<file path="config.mk">
export PLATFORM = sky130hd
export DESIGN_NAME = writeback_unit
export DESIGN_NICKNAME = d
export VERILOG_FILES = /design/src/rtl/wb_pkg.sv /design/src/rtl/wb_load_fifo.sv /design/src/rtl/writeback_unit.sv
export SDC_FILE = /design/constraint.sdc
export NUM_CORES = 1
export LEC_CHECK = 0
export ABC_AREA = 1
export ABC_CLOCK_PERIOD_IN_PS = 8000
export BUFFER_PORTS_ARGS = -buffer_cell sky130_fd_sc_hd__buf_2
export CAP_MARGIN = 20
export CORE_AREA = 2 2 141 143
export CTS_CLUSTER_SIZE = 16
export DETAILED_ROUTE_END_ITERATION = 12
export DIE_AREA = 0 0 143 145
export PLACE_DENSITY_LB_ADDON = 0.08
export REMOVE_ABC_BUFFERS = 1
export SETUP_SLACK_MARGIN = 0.2
export SYNTH_ARGS = -nofsm -noshare
export SYNTH_HDL_FRONTEND = slang
export SYNTH_SLANG_ARGS = --single-unit
</file>
<file path="constraint.sdc">
create_clock -name clk -period 8 [get_ports clk]
set_input_delay 1.6 -clock clk [delete_from_list [all_inputs] [get_ports clk]]
set_output_delay 1.6 -clock clk [all_outputs]
set_load 0.1 [all_outputs]
</file>
<file path="src/rtl/wb_pkg.sv">
// Shared types and constants for the dual-lane writeback stage.
package wb_pkg;

    localparam int unsigned REG_ADDR_W = 5;
    localparam int unsigned XLEN_DEF   = 32;

    typedef struct packed {
        logic                  valid;
        logic [REG_ADDR_W-1:0] rd;
        logic [XLEN_DEF-1:0]   data;
    } wb_req_t;

    typedef struct packed {
        logic [REG_ADDR_W-1:0] rd;
        logic [XLEN_DEF-1:0]   data;
    } lq_entry_t;

    // x0 is hardwired, so a source aimed at it is consumed but never written.
    function automatic logic writes_reg(input logic valid, input logic [REG_ADDR_W-1:0] rd);
        return valid && (rd != '0);
    endfunction

endpackage

</file>
<file path="src/rtl/wb_load_fifo.sv">
// Load-response circular buffer: one push, up to two in-order pops, peek of head and head+1.
module wb_load_fifo
    import wb_pkg::*;
#(
    parameter int unsigned DEPTH = 4,
    parameter int unsigned XLEN  = 32,
    localparam int unsigned PtrW = $clog2(DEPTH),
    localparam int unsigned CntW = $clog2(DEPTH) + 1
) (
    input  logic                  clk,
    input  logic                  reset_n,
    input  logic                  push,
    input  logic [REG_ADDR_W-1:0] push_rd,
    input  logic [XLEN-1:0]       push_data,
    input  logic [1:0]            pop_cnt,
    output logic [REG_ADDR_W-1:0] head_rd,
    output logic [XLEN-1:0]       head_data,
    output logic [REG_ADDR_W-1:0] next_rd,
    output logic [XLEN-1:0]       next_data,
    output logic [CntW-1:0]       count
);

    logic [REG_ADDR_W-1:0] rd_mem   [DEPTH];
    logic [XLEN-1:0]       data_mem [DEPTH];
    logic [PtrW-1:0]       rd_ptr;
    logic [PtrW-1:0]       wr_ptr;
    logic [PtrW-1:0]       next_ptr;

    // Power-of-two depth lets the pointers wrap by plain overflow.
    assign next_ptr  = rd_ptr + PtrW'(1);
    assign head_rd   = rd_mem[rd_ptr];
    assign head_data = data_mem[rd_ptr];
    assign next_rd   = rd_mem[next_ptr];
    assign next_data = data_mem[next_ptr];

    always_ff @(posedge clk or negedge reset_n) begin
        if (!reset_n) begin
            rd_ptr <= '0;
            wr_ptr <= '0;
            count  <= '0;
        end else begin
            rd_ptr <= rd_ptr + PtrW'(pop_cnt);
            if (push) begin
                wr_ptr <= wr_ptr + PtrW'(1);
            end
            count <= count + CntW'(push) - CntW'(pop_cnt);
        end
    end

    always_ff @(posedge clk) begin
        if (push) begin
            rd_mem[wr_ptr]   <= push_rd;
            data_mem[wr_ptr] <= push_data;
        end
    end

endmodule

</file>
<file path="src/rtl/writeback_unit.sv">
// Dual-lane writeback: ALU lanes first, buffered loads fill idle ports, collisions resolved.
// Optional WB_STATS_EN adds saturating full-cycle and collision-drop counters.
module writeback_unit
    import wb_pkg::*;
#(
    parameter int unsigned LQ_DEPTH = 4,
    parameter int unsigned XLEN     = XLEN_DEF
) (
    input  logic                        clk,
    input  logic                        reset_n,
    input  logic                        alu_valid_a,
    input  logic [REG_ADDR_W-1:0]       alu_rd_a,
    input  logic [XLEN-1:0]             alu_data_a,
    input  logic                        alu_valid_b,
    input  logic [REG_ADDR_W-1:0]       alu_rd_b,
    input  logic [XLEN-1:0]             alu_data_b,
    input  logic                        ld_valid,
    output logic                        ld_ready,
    input  logic [REG_ADDR_W-1:0]       ld_rd,
    input  logic [XLEN-1:0]             ld_data,
    output logic [REG_ADDR_W-1:0]       rd_a,
    output logic [XLEN-1:0]             rd_data_a,
    output logic                        we_a,
    output logic [REG_ADDR_W-1:0]       rd_b,
    output logic [XLEN-1:0]             rd_data_b,
    output logic                        we_b,
    output logic [$clog2(LQ_DEPTH):0]   lq_count,
    output logic                        lq_empty
`ifdef WB_STATS_EN
    ,
    output logic [31:0]                 stat_lq_full_cycles,
    output logic [31:0]                 stat_collision_drops
`endif
);

    localparam int unsigned CntW = $clog2(LQ_DEPTH) + 1;

    typedef struct packed {
        logic                  valid;
        logic [REG_ADDR_W-1:0] rd;
        logic [XLEN-1:0]       data;
    } port_sel_t;

    logic [REG_ADDR_W-1:0] head_rd;
    logic [XLEN-1:0]       head_data;
    logic [REG_ADDR_W-1:0] next_rd;
    logic [XLEN-1:0]       next_data;
    logic                  push;
    logic [1:0]            pops;
    port_sel_t             sel_a;
    port_sel_t             sel_b;
    logic                  wr_a;
    logic                  wr_b;
    logic                  collide;

    // Readiness comes from registered occupancy only, so a same-cycle pop never frees a slot.
    assign ld_ready = (lq_count < CntW'(LQ_DEPTH));
    assign lq_empty = (lq_count == '0);
    assign push     = ld_valid && ld_ready;

    wb_load_fifo #(
        .DEPTH (LQ_DEPTH),
        .XLEN  (XLEN)
    ) u_load_fifo (
        .clk       (clk),
        .reset_n   (reset_n),
        .push      (push),
        .push_rd   (ld_rd),
        .push_data (ld_data),
        .pop_cnt   (pops),
        .head_rd   (head_rd),
        .head_data (head_data),
        .next_rd   (next_rd),
        .next_data (next_data),
        .count     (lq_count)
    );

    always_comb begin
        sel_a = '0;
        sel_b = '0;
        pops  = 2'd0;

        if (alu_valid_a) begin
            sel_a = '{valid: 1'b1, rd: alu_rd_a, data: alu_data_a};
        end else if (lq_count != '0) begin
            sel_a = '{valid: 1'b1, rd: head_rd, data: head_data};
            pops  = 2'd1;
        end

        // Port B takes the oldest entry port A left behind, keeping pops in FIFO order.
        if (alu_valid_b) begin
            sel_b = '{valid: 1'b1, rd: alu_rd_b, data: alu_data_b};
        end else if (pops == 2'd1) begin
            if (lq_count >= CntW'(2)) begin
                sel_b = '{valid: 1'b1, rd: next_rd, data: next_data};
                pops  = 2'd2;
            end
        end else if (lq_count != '0) begin
            sel_b = '{valid: 1'b1, rd: head_rd, data: head_data};
            pops  = 2'd1;
        end
    end

    assign wr_a    = writes_reg(sel_a.valid, sel_a.rd);
    assign wr_b    = writes_reg(sel_b.valid, sel_b.rd);
    assign collide = wr_a && wr_b && (sel_a.rd == sel_b.rd);

    always_ff @(posedge clk or negedge reset_n) begin
        if (!reset_n) begin
            rd_a      <= '0;
            rd_data_a <= '0;
            we_a      <= 1'b0;
            rd_b      <= '0;
            rd_data_b <= '0;
            we_b      <= 1'b0;
        end else begin
            rd_a      <= sel_a.rd;
            rd_data_a <= sel_a.data;
            we_a      <= wr_a && !collide;
            rd_b      <= sel_b.rd;
            rd_data_b <= sel_b.data;
            we_b      <= wr_b;
        end
    end

`ifdef WB_STATS_EN
    always_ff @(posedge clk or negedge reset_n) begin
        if (!reset_n) begin
            stat_lq_full_cycles  <= '0;
            stat_collision_drops <= '0;
        end else begin
            if (ld_valid && !ld_ready && (stat_lq_full_cycles != '1)) begin
                stat_lq_full_cycles <= stat_lq_full_cycles + 32'd1;
            end
            if (collide && (stat_collision_drops != '1)) begin
                stat_collision_drops <= stat_collision_drops + 32'd1;
            end
        end
    end
`endif

endmodule

</file>
==> run summary <==
top post-synthesis cells by area: edfxtp_1, dfrtp_1, a21oi_1
setup TNS: 0 ns
Rel. slew slack: 28.8%
DRC: 0
Post-DRT Antenna Nets: 0
maxcap violations: 0
number of buffers created by CTS: 25
Setup violations, final: 0
Port Buffer Count: 196
# H-tree levels: 1
Layout area overhead: 19.0%
Pint: 0.00275 W
commonest non-fill, non-tap cell in the layout: buf_2
CP Class: in2reg
power share of the sequential group: 30.8%
Final Cycle Share: 56.2%
chip height: 145 µm
final wirelength: 25.3 mm
Worst-Skew Late Latency: 0.52 ns
pre-CTS WS: 2.99 ns
routed via count: 7931
Peak Freq: 0.223 GHz
top cell type's share of synthesized area: 43.0%
CP endpoint kind: flop
post_cts resized: 0
Core Rows: 51
Tot Pwr: 0.00546 W
XOR/XNOR Fraction of Synth Area: 0.423%
RD Place Congestion: 0.773
vias in the first global route: 7669
layout cell share with drive strength beyond 1: 22.4%
Synthesis Warnings: 0
PwrDens: 443 nW/µm²
DR iter-0 viols: 611
largest family of logic cells by synthesized area: compound AO/OA/AOI/OAI gates
post-detail-place hpwl: 14.4 mm
Data arrival, critical path: 4.93 ns
Mapped Avg Cell Area: 10.0 µm²
gr ovfl total: 0
Synth Register Bits: 231
pin slew with the least headroom to its limit: 1.07 ns
count of pins over their slew limit: 0
Adder-Cell Fraction of Synth Area: 1.16%
post-CTS setup buffer count: 0
global-route wire length before repair: 39.3 mm
Design Area, Final: 12300 µm²
Starting Density: 53.9%
Max Fanout on Critical Path: 42
total die area: 20700 µm²
CTS Hold Buffers Added: 0
Clock Sinks: 231
initial antenna violation count: 1
Initial DRT Pass Iterations: 5
Hold Path Class: reg2reg
fin crit period: 4.49 ns
Synth Instances: 1030
CTS tree: built
core area: 19200 µm²
WL/cell: 17.0 µm
I/O pin cnt: 197
Peak VDD IR: 0.227 mV
area leader, netlist: edfxtp_1
final setup margin: 3.51 ns
Worst Setup Start Kind: input pin
RSZ-0062 raised after global routing: false
post-synthesis compound-gate area fraction: 16.4%
Hold Slack: 0.522 ns
final hold vios: 0
Clock Skew: 0.00883 ns
nets: 1324
most frequent cells in the layout: buf_2, nand2_1, edfxtp_1, nor2_1, a21oi_1
synthesized cell area: 10300 µm²
status: finished, final reports clean
Clk network pwr share: 20.5%
area of placed instances: 11500 µm²
clock slew at reported path FFs: 0.06 ns
sequential share of the synthesized area: 63.0%
simple-gate share of the synthesized area: 12.7%
Logic pwr share: 48.6%
Leakage Power: 5.30 nW
vias per cell: 5.34
Yosys cell types: 32
GR Util All Layers: 24.1%
CP required: 8.44 ns
die width: 143 µm
largest net degree at the start of global routing: 99
clk root buf: clkbuf_16
post-synthesis mux area share: 0%
Sw Pwr: 0.00270 W
Sw Share: 49.6%
CTS max path bufs: 3
## power by group through the flow
stage / Combinational [W] / Sequential (W) / Clock (W)
after floorplan: 0.000952 / 0.00278 / 0
after global placement: 0.00262 / 0.00170 / 0
after CTS: 0.00266 / 0.00168 / 0.00114
after global routing: 0.00286 / 0.00171 / 0.00119
final: 0.00265 / 0.00168 / 0.00112
after detailed placement: 0.00265 / 0.00170 / 0
## cells in the mapped netlist (all sizes together)
library cell,number
nor2,141
nand3,23
o311ai,1
a211oi,1
a22o,31
edfxtp,148
nand4,3
buf,36
nor3,1
clkbuf,28
ha,8
a21oi,119
dfrtp,83
a22oi,2
or2,5
fa,1
xnor2,1
xor2,4
o21ai,127
o22ai,25
nand2,157
inv,85
## layout make-up
| class | count | area (µm²) |
|---|---|---|
| fillers | 1562 | 6900 |
| well taps | 265 | 332 |
| clock buffers | 31 | 678 |
| clock inverters | 14 | 135 |
| multi-input cells | 650 | 3230 |
| flip-flops and latches | 231 | 6530 |
| repair buffers | 206 | 1080 |
| inverters | 85 | 322 |
| diodes | 2 | 5.00 |
## final timing paths
kind	startpoint	endpoint	slack (ns)	cells after the start
setup / recovery	alu_valid_a	u_load_fifo.count[2]$_DFF_PN0_	3.51	11
hold reg to reg	u_load_fifo.count[2]$_DFF_PN0_	u_load_fifo.count[2]$_DFF_PN0_	0.52	1
min in group asynchronous	reset_n	rd_data_a[19]$_DFF_PN0_	1.07	1
setup reg to reg	u_load_fifo.rd_ptr[0]$_DFF_PN0_	we_a$_DFF_PN0_	4.36	15
max in group asynchronous	reset_n	rd_data_b[1]$_DFF_PN0_	6.31	2
hold / removal	u_load_fifo.count[2]$_DFF_PN0_	u_load_fifo.count[2]$_DFF_PN0_	0.52	1
## per-layer routing
layer | share of wire, % | track usage, % | vias to the layer above
met2 | 50 | 41.8 | 247
li1 | - | - | 3871
met5 | 0 | 0 | -
met1 | 42 | 31.6 | 3774
met3 | 5.9 | 4.09 | 39
met4 | 2.0 | 6.09 | 0
## through the flow
step	instances	utilization [%]
2_1_floorplan	966	-
3_3_place_gp	1436	59.7
3_5_place_dp	1436	59.7
4_1_cts	1481	63.9
5_1_grt	1482	64.0
6_report	1484	64.1
## kinds of logic after synthesis
| logic type | Yosys count |
|---|---|
| XOR/XNOR | 5 |
| adder cells (fa/ha/maj) | 9 |
| AO/OA/AOI/OAI | 306 |
| AND/OR/NAND/NOR | 330 |
| buffers and inverters | 149 |
| flip-flops | 231 |
## critical path, stage by stage
cell      delay (ns)
buf_2           0.43
nor2_4          0.98
inv_1           0.09
nor2_1          0.37
a211oi_1        0.13
ha_1            0.35
inv_1           0.04
ha_1            0.19
fa_1            0.39
xnor2_1         0.19
xor2_1          0.15
## state kept, by name (all words and copies together) (netlist names)
| signal | flops |
|---|---|
| u_load_fifo.data_mem | 128 |
| rd_data_a | 32 |
| rd_data_b | 32 |
| u_load_fifo.rd_mem | 20 |
| rd_a | 5 |
| rd_b | 5 |
| u_load_fifo.count | 3 |
| u_load_fifo.rd_ptr | 2 |
| u_load_fifo.wr_ptr | 2 |
| we_a | 1 |
| we_b | 1 |
Note: power is estimated with default switching activity, not from simulation.
